### src/rtl/piso_rr_serializer.sv
// Round-robin arbiter feeding an LSB-first serializer with frame qualifiers
// and a fixed idle gap after every frame.

module piso_rr_lane #(
  parameter int SRC_W = 2,
  parameter int IDX   = 0
) (
  input  logic             grant_en,
  input  logic [SRC_W-1:0] winner,
  output logic             ready
);
  assign ready = grant_en && (winner == SRC_W'(IDX));
endmodule

module piso_rr_serializer #(
  parameter  int DATA_WIDTH = 16,
  parameter  int NUM_REQ    = 4,
  parameter  int GAP        = 2,
  localparam int SRC_W      = $clog2(NUM_REQ)
) (
  input  logic                          clk,
  input  logic                          resetn,
  input  logic [NUM_REQ-1:0]            req_valid,
  input  logic [NUM_REQ*DATA_WIDTH-1:0] req_data,
  output logic [NUM_REQ-1:0]            req_ready,
  input  logic                          flush,
  output logic                          dout,
  output logic                          dout_valid,
  output logic                          dout_last,
  output logic [SRC_W-1:0]              dout_src,
  output logic                          busy
);
  localparam int CNT_W = $clog2(DATA_WIDTH+1);
  localparam int GAP_W = (GAP > 0) ? $clog2(GAP+1) : 1;
  localparam logic [CNT_W-1:0] LAST_CNT = CNT_W'(DATA_WIDTH-1);

  typedef enum logic [1:0] {S_IDLE, S_SHIFT, S_GAP} state_t;

  state_t                             state;
  logic [DATA_WIDTH-1:0]              sr;
  logic [CNT_W-1:0]                   bit_cnt;
  logic [GAP_W-1:0]                   gap_cnt;
  logic [SRC_W-1:0]                   src, ptr, ptr_nxt, winner, cand;
  logic                               found, grant_en;
  logic [NUM_REQ-1:0][DATA_WIDTH-1:0] req_word;
  int                                 idx;

  assign req_word = req_data;

  // Search starts at ptr and wraps explicitly so NUM_REQ need not be 2^n.
  always_comb begin
    winner = '0;
    found  = 1'b0;
    idx    = 0;
    cand   = '0;
    for (int k = 0; k < NUM_REQ; k++) begin
      idx = int'(ptr) + k;
      if (idx >= NUM_REQ) idx = idx - NUM_REQ;
      cand = SRC_W'(idx);
      if (!found && req_valid[cand]) begin
        found  = 1'b1;
        winner = cand;
      end
    end
  end

  assign grant_en = (state == S_IDLE) && found && !flush && resetn;
  assign ptr_nxt  = (winner == SRC_W'(NUM_REQ-1)) ? '0 : winner + SRC_W'(1);

  for (genvar i = 0; i < NUM_REQ; i++) begin : g_lane
    piso_rr_lane #(.SRC_W(SRC_W), .IDX(i)) u_lane (
      .grant_en (grant_en),
      .winner   (winner),
      .ready    (req_ready[i])
    );
  end

  always_ff @(posedge clk) begin
    if (!resetn) begin
      state      <= S_IDLE;
      ptr        <= '0;
      sr         <= '0;
      bit_cnt    <= '0;
      gap_cnt    <= '0;
      src        <= '0;
      dout_valid <= 1'b0;
      dout_last  <= 1'b0;
      busy       <= 1'b0;
    end else if (flush) begin
      // ptr is left alone: a flushed grant still used up that requester's turn.
      state      <= S_IDLE;
      sr         <= '0;
      bit_cnt    <= '0;
      gap_cnt    <= '0;
      dout_valid <= 1'b0;
      dout_last  <= 1'b0;
      busy       <= 1'b0;
    end else begin
      case (state)
        S_IDLE: begin
          if (grant_en) begin
            sr         <= req_word[winner];
            src        <= winner;
            bit_cnt    <= '0;
            ptr        <= ptr_nxt;
            state      <= S_SHIFT;
            dout_valid <= 1'b1;
            dout_last  <= (DATA_WIDTH == 1);
            busy       <= 1'b1;
          end
        end
        S_SHIFT: begin
          sr      <= sr >> 1;
          bit_cnt <= bit_cnt + 1'b1;
          if (bit_cnt == LAST_CNT) begin
            dout_valid <= 1'b0;
            dout_last  <= 1'b0;
            gap_cnt    <= '0;
            if (GAP > 0) begin
              state <= S_GAP;
            end else begin
              state <= S_IDLE;
              busy  <= 1'b0;
            end
          end else begin
            dout_last <= (int'(bit_cnt) == DATA_WIDTH-2);
          end
        end
        S_GAP: begin
          if (int'(gap_cnt) == GAP-1) begin
            state <= S_IDLE;
            busy  <= 1'b0;
          end else begin
            gap_cnt <= gap_cnt + 1'b1;
          end
        end
        default: state <= S_IDLE;
      endcase
    end
  end

  // sr is zero outside SHIFT (zero fill, flush and reset clear it).
  assign dout     = sr[0];
  assign dout_src = src;

endmodule
### config.mk
export PLATFORM = sky130hd
export DESIGN_NAME = piso_rr_serializer
export DESIGN_NICKNAME = d
export VERILOG_FILES = /design/src/rtl/piso_rr_serializer.sv
export SDC_FILE = /design/constraint.sdc
export NUM_CORES = 1
export LEC_CHECK = 0
export CAP_MARGIN = 20
export CORE_ASPECT_RATIO = 1.1
export CORE_MARGIN = 3
export CORE_UTILIZATION = 44
export DETAILED_ROUTE_END_ITERATION = 10
export PLACE_DENSITY = 0.81
export SLEW_MARGIN = 20
export SYNTH_ARGS = -nofsm -noshare
export SYNTH_HDL_FRONTEND = slang
export SYNTH_SLANG_ARGS = --single-unit
### constraint.sdc
create_clock -name clk -period 2.6 [get_ports clk]
set_clock_uncertainty 0.05 [all_clocks]
set_input_delay 0.26 -clock clk [delete_from_list [all_inputs] [get_ports clk]]
set_output_delay 0.26 -clock clk [all_outputs]
set_load 0.1 [all_outputs]
Word level (Yosys, flattened, before mapping)
Index checks and enable logic that the tools add are counted.
{"block": "totals", "register_bits": 32, "in_bits": 71, "out_inout_bits": 10}
{"block": "classes", "n_addsub": 10, "order_cmp": 9, "n_eq_ne": 12, "mux": 42, "bitwise_logic": 2, "reduce_logical": 26}
{"op": "16-bit binary-select mux with 2-bit select", "n": 1}
{"op": "16-bit 2-to-1 mux", "n": 2}
{"op": "16-bit one-hot mux with 2 select lines", "n": 1}
{"op": "2-bit 2-to-1 mux", "n": 14}
{"op": "2-bit by 3-bit < comparator with 1-bit output (second input constant)", "n": 5}
{"op": "3-bit AND reduction", "n": 5}
{"op": "1-bit 2-to-1 mux", "n": 13}
{"op": "1-bit logical AND", "n": 10}
{"op": "5-bit one-hot mux with 2 select lines", "n": 1}
{"op": "3-bit greater-or-equal comparator (second input constant)", "n": 3}
{"op": "1-bit binary-select mux with 2-bit select", "n": 4}
{"op": "2-bit equality test (second input constant)", "n": 4}
{"op": "2-bit by 1-bit subtractor with 2-bit output (second input constant)", "n": 4}
{"op": "2-bit by 2-bit adder with 3-bit output (second input constant)", "n": 2}
{"op": "2-bit != test (second input constant)", "n": 3}
{"op": "1-bit one-hot mux with 2 select lines", "n": 3}
{"op": "2-bit one-hot mux with 3 select lines", "n": 1}
{"op": "2-bit nonzero test", "n": 3}
{"op": "5-bit by 1-bit adder with 5-bit output (second input constant)", "n": 1}
{"op": "5-bit by 4-bit equality test with 1-bit output (second input constant)", "n": 1}
{"op": "5-bit equality test (second input constant)", "n": 1}
{"op": "5-bit 2-to-1 mux", "n": 1}
{"op": "2-bit by 1-bit adder with 2-bit output (second input constant)", "n": 2}
{"op": "2-bit by 1-bit equality test with 1-bit output (second input constant)", "n": 2}
{"op": "other kinds (9)", "n": 14}

Logic depth before layout (Yosys ltp)
Gate-level depths: netlist of the first run.
{"block": "depth", "depth_word": 19, "ltp_mapped": 8}

Hierarchy
A second synthesis of the first run with hierarchy kept.
{"block": "unflattened", "cells_unflattened": 220, "area_unflattened_um2": 1958.1}
{"module": "piso_rr_serializer", "instances": 1, "cells_each": 216, "area_per_inst_um2": 1921.8, "seq_area_each_um2": 640.6}
{"module": "piso_rr_lane (g_lane[1].u_lane ...)", "instances": 2, "cells_each": 1, "area_per_inst_um2": 8.8, "seq_area_each_um2": 0.0}
{"module": "piso_rr_lane (g_lane[0].u_lane)", "instances": 1, "cells_each": 1, "area_per_inst_um2": 12.5, "seq_area_each_um2": 0.0}
{"module": "piso_rr_lane (g_lane[3].u_lane)", "instances": 1, "cells_each": 1, "area_per_inst_um2": 6.3, "seq_area_each_um2": 0.0}

Worst setup path after synthesis of the first run
No wires, ideal clock.
{"block": "synth_path", "path_kind": "register to output", "start": "register ptr[1]", "end": "output port req_ready[1]", "t_arrival_ns": 1.833, "required_ns": 2.290, "slack_ns": 0.457, "path_stages_with_launch": 8, "n_path_buf": 2, "path_cell_list": "dfxtp_1 -> mux2i_1 -> nor2_1 -> nor3_4 -> clkbuf_1 -> ha_1 -> and2_1 -> buf_4"}
{"block": "synth_between", "word_cells_on_any_way": 42, "cone_classes": "add/sub: 7; order compare: 4; eq/ne: 1; mux: 20; reduce/logical: 10"}
{"item": "start: declaration", "line_no": "43", "text": "logic [SRC_W-1:0] src, ptr, ptr_nxt, winner, cand;"}
{"item": "start signal: assignment", "line_no": "105", "text": "ptr <= ptr_nxt;"}
{"item": "branches (longest 13 deep; another with 2-bit by 1-bit adder with 3-bit output)"}
{"item": "2-bit 2-to-1 mux *", "line_no": "60", "text": "if (!found && req_valid[cand]) begin"}
{"item": "net g_lane[0].u_lane.winner[0]", "line_no": "9", "text": "input logic [SRC_W-1:0] winner,"}
{"item": "2-bit by 1-bit equality test with 1-bit output *", "line_no": "12", "text": "assign ready = grant_en && (winner == SRC_W'(IDX));"}
{"item": "1-bit logical AND *", "line_no": "12"}
{"item": "end: declaration", "line_no": "25", "text": "output logic [NUM_REQ-1:0] req_ready,"}
Mark *: on every way through the listed nets, which the timed path passes. The select of a mux whose other input is x is not followed.

Worst setup path after layout of the first run
{"block": "layout_path", "start": "input port req_valid[2]", "end": "output port req_ready[2]"}
{"block": "layout_between", "word_cells_on_any_way": 27, "cone_classes": "eq/ne: 1; mux: 16; reduce/logical: 10"}
{"item": "start: declaration", "line_no": "23", "text": "input logic [NUM_REQ-1:0] req_valid,"}
{"item": "1-bit binary-select mux with 2-bit select", "line_no": "60"}
{"item": "1-bit 2-to-1 mux (not written as such)", "line_no": "60"}
{"item": "1-bit 2-to-1 mux", "line_no": "60"}
{"item": "1-bit zero test", "line_no": "60"}
{"item": "1-bit logical AND", "line_no": "60"}
{"item": "1-bit 2-to-1 mux", "line_no": "60"}
{"item": "1-bit zero test", "line_no": "60"}
{"item": "1-bit logical AND", "line_no": "60"}
{"item": "1-bit 2-to-1 mux", "line_no": "60"}
{"item": "1-bit zero test", "line_no": "60"}
{"item": "1-bit logical AND", "line_no": "60"}
{"item": "2-bit 2-to-1 mux *", "line_no": "60"}
{"item": "net g_lane[0].u_lane.winner[1]", "line_no": "9"}
{"item": "2-bit equality test *", "line_no": "12"}
{"item": "1-bit logical AND *", "line_no": "12"}
Mark *: on every way through the listed nets, which the timed path passes. The rest lies on a longest branch. The select of a mux whose other input is x is not followed.

==> metrics, run 1 <==
# port buffers=80; Iter 0 DRT Violations=135; Pre-Repair DR Iteration Count=4; number of placement rows=25; DRT antenna net count=0; htree depth=2; drt total wl=about 5.9 mm; Max-cap violations=0; placer's final routability congestion estimate=0.766; pin count of the biggest net entering global routing=33; Die Wd=around 70 µm; CTS resizes=0; Setup Crit Path Kind=input pin to output pin; Post-CTS Setup Bufs=0; via count=approximately 2200; worst slew pin tran=around 670 ps; TritonCTS Buffers=5; Setup violations, final=0; total grt overflow=0; Synth Area in Simple Gates=23.2%; syn nets=approximately 320; Adder-Cell Fraction of Synth Area=4.94%; top layer in use=met4; WL/cell=approximately 16 µm; Switching Fraction=~31%; max_slew headroom=a little over half; RSZ-0062 raised after global routing=false; Post-synth top flop=dfxtp_1; Switch Pwr=0.424 mW; Gate power share=a little under a third; synthesis-stage register bit count=32; Max Fclk=around 0.41 GHz; Pwr Density=about 460 nW/µm²; Reg power frac=about two fifths; placed cell count=364; area occupied by multi-input gates=roughly 1200 µm²; Max Root-Sink Buffers=2; hold_buf cts=0; Worst R2R Path Depth=6; Post-Synthesis Cells=between 200 and 250; mux contribution to synthesized area=less than 1%; antenna violations before repair=0; Final Cycle Share=about 94%; Clock Latency Late Sink=roughly 280 ps; CTS tree=built; reg2reg start=ptr[1]$_SDFFE_PN0P_; first-pass GRT wire length=between 9 and 10 mm; Synth area leaders=dfxtp_1, and3_1, a211oi_1, o32ai_1, a22oi_1; # IOs=81; vias in the first global route=between 2000 and 2500; share of the synthesized area in the top cell type=between 30% and 40%; leak pwr=between 1 and 1.5 nW; WHS Endpoint=dout_last$_SDFFE_PP0P_; post-synthesis xor/xnor area fraction=less than 1%; metal3 WL=365 µm; total track usage=between 20 and 25%; synthesized area=2020 µm²; DP Wirelength=approximately 4.2 mm; ys async rst share=0%; root buf cell=clkbuf_8; post-synth top area cell=dfxtp_1; Final Hold Fails=0; R2R Path End=sr[11]$_SDFFE_PP0P_; full die area=5450 µm²; share of layout cells above drive strength 1=10.4%; Reg clk slew, reported paths=around 70 ps; Area Overhead vs Synth=47.1%; unique cell type count in the Yosys netlist=36; Clock Power Share=roughly 29%; Worst setup EP type=output pin; # DRC=0; setup TNS=0 ps; status=completed; Yosys Warn Count=0; Initial Utilization=around 46%; ANT cells=0; critical path arrival=around 2100 ps; largest family of logic cells by synthesized area=compound AO/OA/AOI/OAI gates; design internal power=slightly above 0.9 mW; Hold Crit Start=dout_last$_SDFFE_PP0P_; Slew Limit Fails=0; fin crit period=around 2400 ps; most common cell after layout, fill and taps aside=clkdlybuf4s50_1; Final nets=396; Sequential Area=641 µm²; crit-path max FO=6; Core Box Area=4380 µm²; Filler cells=362; Req. time, crit path=roughly 2300 ps; Post-synth EDFFs=0; Mean Syn Cell Area=between 8 and 9 µm²; WL met1=approximately 2.6 mm; maximum vdd drop=approximately 0.22 mV; Hold Path Class=flip-flop to flip-flop; die span in y=slightly below 80 µm; Synth Area in Compound Gates=roughly a third; Reg2Reg Setup Slack=roughly 600 ps; TritonCTS Sinks=32; DR WL met2=roughly 2.9 mm; commonest cells after routing, fill and taps aside=clkdlybuf4s50_1, and3_1, dfxtp_1, a211oi_1, buf_4; vias per inst=5.95; CP Launch Type=input pin; final std cells w/o fill=372; depth of the worst hold-timing path=2; Seq/Total Area, Yosys=31.6%
## logic make-up after synthesis
logic type / count (synthesis)
xor+xnor: 2
fa+ha+maj: 8
compound gates: 85
buf+inv: 33
flops: 32
simple gates: 83
mux: 1
## area by class of cell
| class | instances | share of cell area, % |
|---|---|---|
| tap | 54 | 2.27 |
| timing repair buffer | 91 | 30.5 |
| clock buffer | 8 | 3.03 |
| sequential | 32 | 21.5 |
| inverter | 8 | 1.01 |
| multi-input combinational | 179 | 41.7 |
## power by group through the flow
stage | clock, mW | combinational, mW | sequential, mW
after floorplan | 0 | 0.201 | 0.583
after global placement | 0 | 0.414 | 0.548
after detailed placement | 0 | 0.419 | 0.549
after CTS | 0.395 | 0.421 | 0.539
after global routing | 0.423 | 0.453 | 0.542
final | 0.396 | 0.421 | 0.540
## critical path: stages
cell and delay [ps]:
clkdlybuf4s50_1 490, nor2b_1 180, a221o_1 350, nand2_1 210, inv_1 110, ha_1 180, and2_1 160, buf_12 170
## metrics by stage
| stage | cell area, µm² | util, % | hold WS [ps] | worst slack (ps) | power (mW) |
|---|---|---|---|---|---|
| 2_1_floorplan | 2020 | - | 348 | 457 | 0.785 |
| 3_3_place_gp | 2890 | 65.9 | 409 | 253 | 0.962 |
| 3_5_place_dp | 2890 | 65.9 | 413 | 169 | 0.968 |
| 4_1_cts | 2980 | 68.0 | 422 | 155 | 1.35 |
| 5_1_grt | 2980 | 68.0 | 440 | 68.0 | 1.42 |
| 6_report | 2980 | 68.0 | 420 | 168 | 1.36 |
## sequential cells by signal (all words and copies together), names as in the netlist
| name | cells |
|---|---|
| dout_src | 2 |
| state | 2 |
| dout_last | 1 |
| gap_cnt | 2 |
| sr | 16 |
| dout_valid | 1 |
| ptr | 2 |
| bit_cnt | 5 |
| busy | 1 |
## cells in the mapped netlist (2+ instances only)
cell type  instances
o21bai_1           2
nand4_1            2
buf_4              4
nor2b_1            4
inv_1              7
dfxtp_1           32
and2_1             4
nand2_1           11
o31ai_1            2
a21oi_1            9
a2111oi_0         10
nand3_1            6
nand2b_1           4
nor3_1             2
o32ai_1           15
o21ai_0            4
and3_1            33
a21boi_0           2
a22oi_1           15
ha_1               8
clkbuf_1          13
buf_2              8
a211oi_1          23
nor2_1            12
## how the worst max path moves through the flow
| stage | startpoint | end | slack (ps) | depth (start not counted) |
|---|---|---|---|---|
| 4_1_cts | req_valid[2] | req_ready[2] | 150 | 8 |
| 3_3_place_gp | req_valid[2] | sr[4]$_SDFFE_PP0P_ | 250 | 7 |
| 3_5_place_dp | req_valid[2] | sr[4]$_SDFFE_PP0P_ | 170 | 7 |
| 6_report | req_valid[2] | req_ready[2] | 170 | 8 |
| 2_1_floorplan | ptr[1]$_SDFFE_PN0P_ | req_ready[1] | 460 | 7 |
| 5_1_grt | req_valid[2] | req_ready[0] | 70 | 6 |
## layer usage
metal | up-vias | GRT usage (%)
met2 | 85 | 35.4
met1 | 1033 | 26.9
met5 | - | 0
li1 | 1083 | -
met3 | 12 | 5.64
met4 | 0 | 7.52
(Power assumes the default switching activity.)
==> run 2: changes to the inputs <==
--- a/config.mk
+++ b/config.mk
@@ -6,12 +6,11 @@
 export NUM_CORES = 1
 export LEC_CHECK = 0
 export CAP_MARGIN = 20
-export CORE_ASPECT_RATIO = 1.1
 export CORE_MARGIN = 3
 export CORE_UTILIZATION = 44
 export DETAILED_ROUTE_END_ITERATION = 10
-export PLACE_DENSITY = 0.81
-export SLEW_MARGIN = 20
+export PLACE_DENSITY_LB_ADDON = 0.05
+export SLEW_MARGIN = 15
 export SYNTH_ARGS = -nofsm -noshare
 export SYNTH_HDL_FRONTEND = slang
 export SYNTH_SLANG_ARGS = --single-unit
==> metrics, run 2 (synthesized netlist as in run 1, its figures left out) <==
Max Root-Sink Buffers=2; CTS resizes=0; Iter 0 DRT Violations=144; Filler cells=around 390; first-pass GRT wire length=9.22 mm; Pwr Density=approximately 450 nW/µm²; Final nets=around 400; largest registers=sr x16, bit_cnt x5; hold_buf cts=0; most common cell after layout, fill and taps aside=clkdlybuf4s50_1; Post-CTS Setup Bufs=0; Hold WS=approximately 420 ps; area occupied by multi-input gates=~1200 µm²; full die area=5450 µm²; maximum vdd drop=between 0.2 and 0.25 mV; Req. time, crit path=between 2000 and 2500 ps; depth of the worst hold-timing path=2; total grt overflow=0; antenna violations before repair=0; commonest cells after routing, fill and taps aside=clkdlybuf4s50_1, and3_1, dfxtp_1, a211oi_1, buf_4; Slew Limit Fails=0; Hold Path Class=flip-flop to flip-flop; vias per inst=slightly below 6; Reg clk slew, reported paths=approximately 70 ps; worst-path cell chain=clkdlybuf4s50_1 > nor4_1 > buf_4 > nor4_2 > and2_1 > buf_12; Critical Path Slowest Stage Cell=nor4_2; Die Wd=between 70 and 80 µm; placer's final routability congestion estimate=between 0.8 and 0.9; Reg2Reg Setup Slack=~560 ps; CTS tree=built; Core Box Area=~4400 µm²; CP max stage delay=~550 ps; placed cell areas=approximately 3000 µm²; Worst R2R Path Depth=6; Area Overhead vs Synth=48.8%; design area=3010 µm²; Crit path buffers/inverters=3; leak pwr=roughly 1.2 nW; setup TNS=0 ps; Worst path top cell family by delay=simple AND/OR/NAND/NOR gates; vias in the first global route=around 2100; Hold Crit Start=dout_valid$_SDFFE_PP0P_; Pre-Repair DR Iteration Count=4; Clock Latency Late Sink=between 200 and 300 ps; DRT antenna net count=0; DP Wirelength=~4.2 mm; Final Cycle Share=90.5%; Max-cap violations=0; die span in y=~74 µm; number of placement rows=24; pin count of the biggest net entering global routing=28; final core occ=68.7%; ANT cells=0; Worst setup EP type=output pin; crit-path max FO=9; Sequential Area=approximately 640 µm²; RSZ-0062 raised after global routing=false; CP Launch Type=input pin; critical path arrival=between 2000 and 2500 ps; htree depth=2; TritonCTS Sinks=32; R2R Path End=sr[11]$_SDFFE_PP0P_; fin crit period=roughly 2400 ps; total track usage=21.6%; share of layout cells above drive strength 1=a little under an eighth; # port buffers=80; reg2reg start=ptr[1]$_SDFFE_PN0P_; WHS Endpoint=dout_valid$_SDFFE_PP0P_; Setup Crit Path Kind=input pin to output pin; via count=~2200; largest register by flop count=sr; status=completed; # DRC=0; Setup violations, final=0; max_slew headroom=56.8%; max reg flops=16; WL/cell=around 15 µm; root buf cell=clkbuf_8; drt total wl=around 5.7 mm; worst slew pin tran=around 640 ps; TritonCTS Buffers=5; Max Fclk=approximately 0.43 GHz; # IOs=about 80; Initial Utilization=a little under half; Final Hold Fails=0
run 2: cell types whose count changed in the layout (fill, tap and decap cells not counted), sizes merged:
cell and delta:
clkbuf -2, clkinv +2, buf +3
run 2: how the worst max path moves through the flow:
stage                     slack, ps  depth (start not counted)             endpoint           startpoint
final                           250                          6         req_ready[1]         req_valid[1]
after global routing            100                          6         req_ready[1]         req_valid[1]
after CTS                       230                          6         req_ready[1]         req_valid[1]
after detailed placement        150                          7  sr[11]$_SDFFE_PP0P_         req_valid[2]
after global placement          230                          7  sr[12]$_SDFFE_PP0P_         req_valid[2]
after floorplan                 460                          7         req_ready[1]  ptr[1]$_SDFFE_PN0P_
run 2: area by class of cell:
cell class                      instances  area share (%)
Clock inverter                          2           0.332
Multi-Input combinational cell        179            41.2
Sequential cell                        32            21.3
Timing Repair Buffer                   94            31.3
Clock buffer                            6            2.74
Tap cell                               52            2.16
Inverter                                8           0.997
run 2: report_power, final:
| group | switching (mW) | internal [mW] | total (mW) |
|---|---|---|---|
| Sequential | 0.0196 | 0.519 | 0.538 |
| Clock | 0.189 | 0.211 | 0.400 |
| Combinational | 0.225 | 0.206 | 0.431 |
run 2: metrics by stage:
stage	power [mW]	setup WS, ps	cells
final	1.37	247	373
after global routing	1.43	105	373
after CTS	1.38	231	373
after detailed placement	0.977	151	365
after global placement	0.974	230	365
after floorplan	0.785	457	244
run 2: routing by layer:
layer | part of all wire [%] | global-route usage, % | up-vias | wire length (µm)
met1 | 47 | 28.8 | 997 | 2710
met5 | 0 | 0 | - | 0
met4 | 1.7 | 9.86 | 0 | 98
li1 | - | - | 1089 | -
met2 | 44 | 33.3 | 78 | 2550
met3 | 6.6 | 4.24 | 8 | 377
run 2: worst register-to-register path: stages, from the launching register on:
cell       delay (ps)
dfxtp_1           400
nand2_1            90
a221o_1           330
buf_4             200
and3_1            180
a2111oi_0         490
o32ai_1           160
==> run 3: changes to the inputs <==
--- a/config.mk
+++ b/config.mk
@@ -10,6 +10,7 @@
 export CORE_UTILIZATION = 44
 export DETAILED_ROUTE_END_ITERATION = 10
 export PLACE_DENSITY_LB_ADDON = 0.05
+export RECOVER_POWER = 100
 export SLEW_MARGIN = 15
 export SYNTH_ARGS = -nofsm -noshare
 export SYNTH_HDL_FRONTEND = slang
==> metrics, run 3 (synthesized netlist as in run 1, its figures left out) <==
commonest cells after routing, fill and taps aside=clkdlybuf4s50_1, and3_1, dfxtp_1, a211oi_1; number of placement rows=24; Worst path top cell family by delay=simple AND/OR/NAND/NOR gates; max reg flops=16; M1 GR Usage=28.8%; via count=~2200; Final nets=between 300 and 400; Core Box Area=about 4400 µm²; Critical Path Slowest Stage Cell=nor4_2; Reg power frac=around two fifths; largest register by flop count=sr; Max-cap violations=0; busiest grt layer=met2; vias per inst=roughly 5.8; CP max stage delay=550 ps; Setup Crit Path Kind=input pin to output pin; total grt overflow=0; largest registers=sr x16, bit_cnt x5; total track usage=a little over a fifth; Max Fclk=approximately 0.42 GHz; Final Hold Fails=0; full die area=5450 µm²; fin crit period=2360 ps; CTS resizes=0; max_slew headroom=approximately 22%; Reg clk slew, reported paths=roughly 70 ps; most common cell after layout, fill and taps aside=clkdlybuf4s50_1; Clock Power Share=between 20% and 30%; TritonCTS Buffers=5; design area=between 2000 and 3000 µm²; Slew Limit Fails=0; Setup violations, final=0; Crit path buffers/inverters=3; root buf cell=clkbuf_8; CP Launch Type=input pin; ANT cells=0; design internal power=between 0.9 and 1 mW; # IOs=roughly 80; antenna violations before repair=0; Iter 0 DRT Violations=between 150 and 200; worst slew pin tran=roughly 1200 ps; Gate power share=30.9%; worst-path cell chain=clkdlybuf4s50_1 > nor4_1 > clkbuf_1 > nor4_2 > and2_0 > buf_12; crit-path max FO=9; setup TNS=0 ps; placer's final routability congestion estimate=between 0.8 and 0.9; Post-CTS Setup Bufs=0; maximum vdd drop=approximately 0.21 mV; Pre-Repair DR Iteration Count=4; DP Wirelength=about 4.2 mm; Max Root-Sink Buffers=2; CTS tree=built; first-pass GRT wire length=9.22 mm; Initial Utilization=46.2%; Req. time, crit path=2290 ps; vias in the first global route=about 2100; TritonCTS Sinks=32; WL/cell=15.3 µm; leak pwr=1.14 nW; # DRC=0; # port buffers=80; Worst setup EP type=output pin; critical path arrival=2050 ps; Pwr Density=about 460 nW/µm²; Switch Pwr=around 0.43 mW; hold_buf cts=0; share of layout cells above drive strength 1=around 8.4%; DRT antenna net count=0; Final Cycle Share=about nine tenths; Clock Latency Late Sink=around 290 ps; Area Overhead vs Synth=46.7%; pin count of the biggest net entering global routing=28; grt met3 use=4.24%; drt total wl=between 5 and 6 mm; Hold Path Class=flip-flop to flip-flop; RSZ-0062 raised after global routing=false; placed cell areas=2920 µm²; die span in y=73.8 µm; Die Wd=around 74 µm; status=completed; htree depth=2; grt met2 use=approximately 33%; Switching Fraction=a little under a third
run 3: cell count changes in the layout (fill, tap and decap cells not counted), moves of 4 or more:
cell,delta
and2_0,+4
clkbuf_1,+9
and2_1,-4
buf_4,-9
run 3: path summary, 6_finish.rpt:
| path | end | slack (ps) | cells past startpoint | from |
|---|---|---|---|---|
| max | req_ready[1] | 240 | 6 | req_valid[1] |
| min reg2reg | dout_valid$_SDFFE_PP0P_ | 410 | 2 | dout_valid$_SDFFE_PP0P_ |
| min | dout_valid$_SDFFE_PP0P_ | 410 | 2 | dout_valid$_SDFFE_PP0P_ |
| max reg2reg | sr[11]$_SDFFE_PP0P_ | 540 | 6 | ptr[1]$_SDFFE_PN0P_ |
run 3: area by class of cell:
| class | count | area (µm²) |
|---|---|---|
| Fill cell | 401 | 1420 |
| Multi-Input combinational cell | 179 | 1240 |
| Timing Repair Buffer | 94 | 902 |
| Sequential cell | 32 | 641 |
| Clock buffer | 6 | 82.6 |
| Tap cell | 52 | 65.1 |
| Inverter | 8 | 30.0 |
| Clock inverter | 2 | 10.0 |
run 3: power by group through the flow:
stage | sequential [mW] | combinational [mW] | clock [mW]
2_1_floorplan | 0.583 | 0.201 | 0
3_3_place_gp | 0.548 | 0.426 | 0
3_5_place_dp | 0.548 | 0.429 | 0
4_1_cts | 0.537 | 0.430 | 0.408
5_1_grt | 0.541 | 0.455 | 0.427
6_report | 0.538 | 0.420 | 0.402
run 3: metal layers:
metal	vias to the layer above	wire, µm	share of wire (%)
met5	-	0	0
met4	0	79	1.4
met3	6	399	7.0
met2	73	2590	45
met1	992	2660	46
li1	1089	-	-
run 3: through the flow:
step / power, mW / instances / hold WS [ps] / setup slack (ps) / utilization, %
floorplan: 0.785 / 244 / 348 / 457 / -
global placement: 0.974 / 365 / 402 / 230 / 66.6
detailed placement: 0.977 / 365 / 411 / 151 / 66.6
CTS: 1.38 / 373 / 422 / 231 / 68.7
global route: 1.42 / 373 / 439 / 68.2 / 67.7
finish: 1.36 / 373 / 414 / 239 / 67.7
run 3: worst min-delay path: cells and delay by family (launching register included):
| kind | cells | cell delay, ps |
|---|---|---|
| AND/OR/NAND/NOR | 2 | 110 |
| flip-flops | 1 | 320 |
